[src/rtl/hard_mem_1rw_arbiter.sv]
// Round-robin two-requester arbiter/sequencer for the 1024x46 single-port SRAM wrapper.
// Define HARD_MEM_ARB_INIT_CLEAR_EN to zero-fill the array after reset.
module hard_mem_1rw_arbiter #(
   parameter int unsigned ADDR_WIDTH = 10,
   parameter int unsigned DATA_WIDTH = 46,
   parameter int unsigned NUM_WMASKS = 1
) (
   input  logic                  clk_i,
   input  logic                  reset_i,
   input  logic                  r0_v_i,
   input  logic                  r0_w_i,
   input  logic [ADDR_WIDTH-1:0] r0_addr_i,
   input  logic [DATA_WIDTH-1:0] r0_data_i,
   input  logic [NUM_WMASKS-1:0] r0_mask_i,
   output logic                  r0_yumi_o,
   output logic                  r0_v_o,
   input  logic                  r1_v_i,
   input  logic                  r1_w_i,
   input  logic [ADDR_WIDTH-1:0] r1_addr_i,
   input  logic [DATA_WIDTH-1:0] r1_data_i,
   input  logic [NUM_WMASKS-1:0] r1_mask_i,
   output logic                  r1_yumi_o,
   output logic                  r1_v_o,
   output logic [DATA_WIDTH-1:0] data_o,
   output logic                  mem_v_o,
   output logic                  mem_w_o,
   output logic [ADDR_WIDTH-1:0] mem_addr_o,
   output logic [DATA_WIDTH-1:0] mem_data_o,
   output logic [NUM_WMASKS-1:0] mem_mask_o,
   input  logic [DATA_WIDTH-1:0] mem_data_i,
   output logic                  init_done_o
);

   typedef enum logic [0:0] {StInit, StRun} state_e;

   state_e                state_q, state_d;
   logic                  last_grant_q, last_grant_d;
   logic [1:0]            rvalid_q, rvalid_d;
   logic [DATA_WIDTH-1:0] data_q, data_d;
   logic [ADDR_WIDTH-1:0] addr_q;
   logic [DATA_WIDTH-1:0] wdata_q;
   logic [NUM_WMASKS-1:0] mask_q;
   logic                  grant0, grant1, granted;
   logic                  win_w;
   logic [ADDR_WIDTH-1:0] win_addr;
   logic [DATA_WIDTH-1:0] win_data;
   logic [NUM_WMASKS-1:0] win_mask;

`ifdef HARD_MEM_ARB_INIT_CLEAR_EN
   logic [ADDR_WIDTH-1:0] clr_cnt_q, clr_cnt_d;
`endif

   // Arbitration; last_grant_q == 1 means requester 0 wins the next tie.
   always_comb begin
      grant0 = 1'b0;
      grant1 = 1'b0;
      if (!reset_i && state_q == StRun) begin
         if (r0_v_i && r1_v_i) begin
            grant0 = last_grant_q;
            grant1 = ~last_grant_q;
         end else begin
            grant0 = r0_v_i;
            grant1 = r1_v_i;
         end
      end
   end

   assign granted  = grant0 | grant1;
   assign win_w    = grant1 ? r1_w_i    : r0_w_i;
   assign win_addr = grant1 ? r1_addr_i : r0_addr_i;
   assign win_data = grant1 ? r1_data_i : r0_data_i;
   assign win_mask = grant1 ? r1_mask_i : r0_mask_i;

   always_comb begin
      mem_v_o      = 1'b1;
      mem_w_o      = 1'b1;
      mem_addr_o   = addr_q;
      mem_data_o   = wdata_q;
      mem_mask_o   = mask_q;
      state_d      = state_q;
      last_grant_d = last_grant_q;
`ifdef HARD_MEM_ARB_INIT_CLEAR_EN
      clr_cnt_d    = clr_cnt_q;
`endif
      unique case (state_q)
         StInit: begin
`ifdef HARD_MEM_ARB_INIT_CLEAR_EN
            if (!reset_i) begin
               mem_v_o    = 1'b0;
               mem_w_o    = 1'b0;
               mem_addr_o = clr_cnt_q;
               mem_data_o = '0;
               mem_mask_o = '1;
               clr_cnt_d  = clr_cnt_q + 1'b1;
               // Wrap of the counter ends the fill rather than restarting it.
               if (clr_cnt_q == '1) state_d = StRun;
            end
`else
            state_d = StRun;
`endif
         end
         StRun: begin
            if (granted) begin
               mem_v_o      = 1'b0;
               mem_w_o      = ~win_w;
               mem_addr_o   = win_addr;
               mem_data_o   = win_data;
               mem_mask_o   = win_mask;
               last_grant_d = grant1;
            end
         end
         default: state_d = StInit;
      endcase
   end

   assign rvalid_d = {grant1 & ~r1_w_i, grant0 & ~r0_w_i};
   // The macro's read data is valid in the response cycle; capture it so it holds afterwards.
   assign data_d   = (|rvalid_q) ? mem_data_i : data_q;

   assign r0_yumi_o   = grant0;
   assign r1_yumi_o   = grant1;
   assign r0_v_o      = rvalid_q[0] & ~reset_i;
   assign r1_v_o      = rvalid_q[1] & ~reset_i;
   assign data_o      = reset_i ? '0 : data_d;
   assign init_done_o = (state_q == StRun) & ~reset_i;

   always_ff @(posedge clk_i) begin
      if (reset_i) begin
         state_q      <= StInit;
         last_grant_q <= 1'b1;
         rvalid_q     <= 2'b00;
         data_q       <= '0;
         addr_q       <= '0;
         wdata_q      <= '0;
         mask_q       <= '0;
      end else begin
         state_q      <= state_d;
         last_grant_q <= last_grant_d;
         rvalid_q     <= rvalid_d;
         data_q       <= data_d;
         addr_q       <= mem_addr_o;
         wdata_q      <= mem_data_o;
         mask_q       <= mem_mask_o;
      end
   end

`ifdef HARD_MEM_ARB_INIT_CLEAR_EN
   always_ff @(posedge clk_i) begin
      if (reset_i) clr_cnt_q <= '0;
      else         clr_cnt_q <= clr_cnt_d;
   end
`endif

endmodule

[config.mk]
export PLATFORM = sky130hd
export DESIGN_NAME = hard_mem_1rw_arbiter
export DESIGN_NICKNAME = d
export VERILOG_FILES = /design/src/rtl/hard_mem_1rw_arbiter.sv
export SDC_FILE = /design/constraint.sdc
export NUM_CORES = 1
export LEC_CHECK = 0
export BUFFER_PORTS_ARGS = -buffer_cell sky130_fd_sc_hd__clkbuf_2
export CAP_MARGIN = 30
export CORE_ASPECT_RATIO = 1.2
export CORE_MARGIN = 5
export CORE_UTILIZATION = 45
export CTS_CLUSTER_DIAMETER = 150
export CTS_CLUSTER_SIZE = 25
export DETAILED_ROUTE_END_ITERATION = 10
export PLACE_DENSITY = 0.8
export SYNTH_ARGS = -nofsm -noshare
export SYNTH_HDL_FRONTEND = slang
export SYNTH_SLANG_ARGS = --single-unit
[constraint.sdc]
create_clock -name clk_i -period 2.19 [get_ports clk_i]
set_input_delay 0.438 -clock clk_i [delete_from_list [all_inputs] [get_ports clk_i]]
set_output_delay 0.438 -clock clk_i [all_outputs]
set_load 0.02 [all_outputs]
# Word-level counts from Yosys, hierarchy flattened
# Cells that the tools add are included.
[word_totals] elab_cells=44 output_inout_bits=110 reg_bits=107 inputBits=166
[op_classes] bitwise=11 n_mux=21 n_reduce_logical=5
[ops] cell="46-bit two-way mux" count=5
[ops] cell="10-bit two-way mux" count=3
[ops] cell="1-bit two-way mux" count=13
[ops] cell="1-bit AND" count=5
[ops] cell="1-bit inverter" count=5
[ops] cell="1-bit logical AND" count=2
[ops] cell="2-bit AND reduction" count=1
[ops] cell="2-bit OR reduction" count=1
[ops] cell="1-bit zero test" count=1
[ops] cell="1-bit bitwise OR" count=1

# Logic depth before layout (Yosys ltp)
[depth] depth_word=7 depth_mapped=8 depth_no_buf=4

# Worst setup path after synthesis
# Ideal clock, no wire load.
[synth_timing] kind="input-to-output" from="input r1_v_i" to="output mem_addr_o[0]" arrival_time_ns=1.805 required_ns=1.752 path_stages=8 n_path_buf=5 slack_ns=-0.053 path_cell_list="buf_2 -> or2_0 -> clkbuf_1 -> and2_1 -> buf_6 -> buf_6 -> buf_6 -> a31oi_1"
[synth_between] elab_chain_cells=6 elab_cells_between_ends=9 classes_between="mux (7); bitwise (1); reduce/logical (1)"
[synth_rtl] item="from (decl)" line_no="17" rtl="input logic r1_v_i,"
[synth_rtl] item="1-bit logical AND" line_no="58" rtl="if (r0_v_i && r1_v_i) begin"
[synth_rtl] item="1-bit two-way mux" line_no="58"
[synth_rtl] item="1-bit two-way mux" line_no="57" rtl="if (!reset_i && state_q == StRun) begin"
[synth_rtl] item="10-bit two-way mux or 1-bit bitwise OR (tied branches)" line_no="70, 68"
[synth_rtl] item="10-bit two-way mux *" line_no="103" rtl="if (granted) begin"
[synth_rtl] item="10-bit two-way mux *" line_no="85" rtl="unique case (state_q)"
[synth_rtl] item="to (decl)" line_no="27" rtl="output logic [ADDR_WIDTH-1:0] mem_addr_o,"
# Mark *: on every way between the ends. The rest lies on a longest branch, timed or not.

# Worst setup path in the final report
[layout_timing] from="register state_q" to="output mem_w_o"
[layout_between] elab_chain_cells=6 elab_cells_between_ends=8 classes_between="mux (5); bitwise (2); reduce/logical (1)"
[layout_rtl] item="from (decl)" line_no="36" rtl="state_e state_q, state_d;"
[layout_rtl] item="from (signal assigned)" line_no="129" rtl="state_q <= StInit;"
[layout_rtl] item="from (signal assigned)" line_no="137" rtl="state_q <= state_d;"
[layout_rtl] item="1-bit logical AND" line_no="57"
[layout_rtl] item="1-bit two-way mux" line_no="57"
[layout_rtl] item="1-bit two-way mux" line_no="69" rtl="assign win_w = grant1 ? r1_w_i : r0_w_i;"
[layout_rtl] item="1-bit inverter" line_no="105" rtl="mem_w_o = ~win_w;"
[layout_rtl] item="1-bit two-way mux" line_no="103"
[layout_rtl] item="1-bit two-way mux *" line_no="85"
[layout_rtl] item="to (decl)" line_no="26" rtl="output logic mem_w_o,"
# Marks and branches as above.

==> flow_summary.toml <==
[logic_synthesis]
synth_nets = 798
synth_area_mm2 = 0.005165
synth_seq_cells = 107
synthFlopType = "dfxtp_1"
synth_cells = 632
ys_seq_area_share_pct = 41.47
yosysUniqueCellTypes = 25
synthTopCellsByArea = "dfxtp_1 (41%), a21oi_1 (10%), a311oi_1 (9.5%)"
synth.top_cells.by_count = "dfxtp_1 (107), a21oi_1 (104), nand2_1 (93), o21ai_0 (59), nand4_1 (58)"
synth_warnings = 0
ys_async_sr_fraction_pct = 0
synth_most_common_cell = "dfxtp_1"
synth_largest_area_cell = "dfxtp_1"
synth_top_area_share_pct = 41.47
avgSynthCellArea_um2 = 8.172
synth_edf_count = 0

[die]
ioPinCount = 276
fp.coreArea_mm2 = 0.01114
initial_core_util_pct = 46.36
chipHeight_um = 127.4
num_rows = 42
die_area_mm2 = 0.01373
die_width_um = 107.8

[cts]
root_buffer = "clkbuf_16"
cts_num_sinks = 107
cts.htree.levels = 3
clk_pin_slew_worst_paths_ps = 70
hold_buffers = 0
clock_latency_ps = 340
clk_path_buf_depth = 2
numCtsBuffers = 9
cts_tree = "built"

[layout]
drive_gt1_share_pct = 43.14
fin_util_pct = 68.52
num_antenna_cells = 0
fin_nets = 1073
fillers = 938
design_area_mm2 = 0.007634
syn_to_final_growth_pct = 47.80

[placed_design]
place.port_buffers = 275
preCtsSetupSlack_ps = -39.40
routabilityCongestion = 0.8266
dp_hpwl_mm = 12.28
dpl_cell_area_mm2 = 0.006915

[drt]
wl_mm = 18.63
vias = 6299
via_per_inst = 5.915
routedWlPerCell_um = 17.49
drcViolationCount = 0
drtAntennaViolNets = 0
drt_iter0_drc = 622
drt_first_pass_iters = 7

[sta]
relSlewSlack_pct = 65.38
layout_min_cycle_time_ps = 2251
final.period_utilization_pct = 102.8
fmax_mhz = 444.2
worst_pin_slew_ps = 519.3
hold_viol_final = 0
grt_setup_unrepaired = "yes"
slew_viol_final = 0
setup_violations = 6
holdWs_ps = 301.9
skew_ps = 6.779
layout_setup_ws_ps = -61.36

[pwr]
p_per_area_mw_per_mm2 = 637.8
p_total_mw = 4.869
peakVddDrop_uv = 345.3
p_leak_nw = 3.161

[outcome]
violations = "negative setup slack"
outcome = "finished with violations"

[critical_path]
endpoint_kind = "primary output"
required_ps = 1750
cp.arrival_ps = 1810
cp-start-kind = "flop"
worstSetupPathType = "flop to primary output"
path_max_fanout = 15

[global_route]
antenna_found_initial = 0
grt_pass1_vias = 5875
grt_max_degree = 106
grt_pass1_wl_mm = 27.99
grt_overflow = 0
grt_usage_pct = 24.74

[worst_hold_path]
holdCritPathClass = "input port to flop"

[flow_run]
max-cap-violations = 0
-- worst max-delay path, stage by stage (launching register included) --
cell,delay (ps)
dfxtp_2,350
nor2b_4,170
buf_12,150
and2_4,250
buf_12,170
inv_1,70
a21o_1,150
buf_2,150
-- metrics by stage --
step | TNS, ps | cells
after floorplan | -1581 | 632
after global placement | -2.775 | 1035
after detailed placement | -39.40 | 1035
after CTS | -487.6 | 1054
after global routing | -2983 | 1065
final | -162.3 | 1065
-- repair_timing --
| action | CTS | global route |
|---|---|---|
| gates resized for setup | 39 | 109 |
| setup endpoints to repair | 57 | 97 |
| gates cloned | 2 | 3 |
| setup buffers | 2 | 9 |
| pin swaps | 8 | 38 |
-- sequential cells by signal, summed over array words and instances (netlist names) --
| name | count |
|---|---|
| wdata_q | 46 |
| mask_q | 1 |
| data_q | 46 |
| state_q | 1 |
| last_grant_q | 1 |
| rvalid_q | 2 |
| addr_q | 10 |
-- worst paths after layout --
check / startpoint / end / slack, ps / depth (start not counted)
worst max-delay path: state_q / mem_w_o / -60 / 7
worst min-delay path: r0_w_i / rvalid_q[0] / 300 / 2
worst max register to register: state_q / wdata_q[1] / 660 / 6
worst min register to register: data_q[28] / data_q[28] / 460 / 2
-- logic make-up after synthesis --
logic type,share of synthesized area (%)
DFF,41.47
buffers and inverters,7.970
AOI/OAI and AO/OA,35.05
and+or+nand+nor,15.50
-- per-layer routing --
| layer | routed length [um] | global-route usage [%] | up-vias | share of wire, % |
|---|---|---|---|---|
| met3 | 1693 | 5.045 | 49 | 9.1 |
| met2 | 9008 | 41.07 | 325 | 48 |
| met4 | 618 | 11.29 | 0 | 3.3 |
| li1 | - | - | 2961 | - |
| met1 | 7304 | 30.76 | 2964 | 39 |
| met5 | 0 | 0 | - | 0 |
-- cell usage in the layout, fill, tap and decap left out, drive strengths merged --
master / count
and3: 2
dfxtp: 107
or2: 2
clkbuf: 236
nand2: 93
a31oi: 57
nor2b: 4
a21o: 1
a311oi: 57
a21oi: 104
buf: 116
nand4: 58
nor2: 2
nand3b: 1
nand2b: 1
inv: 5
clkinv: 3
o21ai: 59
nor3: 1
and2: 2
-- power by group --
| part | internal (mW) | switching, mW |
|---|---|---|
| logic | 0.549 | 0.728 |
| clock network | 0.780 | 0.737 |
| registers | 2.04 | 0.0299 |
| total | 3.37 | 1.50 |
-- area by class of cell --
type,instances,area [um^2],share of cell area (%)
tap,154,192.7,2.524
multi-input combinational,444,2663,34.88
sequential,107,2145,28.09
timing repair buffer,343,2352,30.81
inverter,2,7.507,0.09834
clock inverter,6,48.80,0.6392
clock buffer,9,225.2,2.950
(Power assumes the default switching activity.)
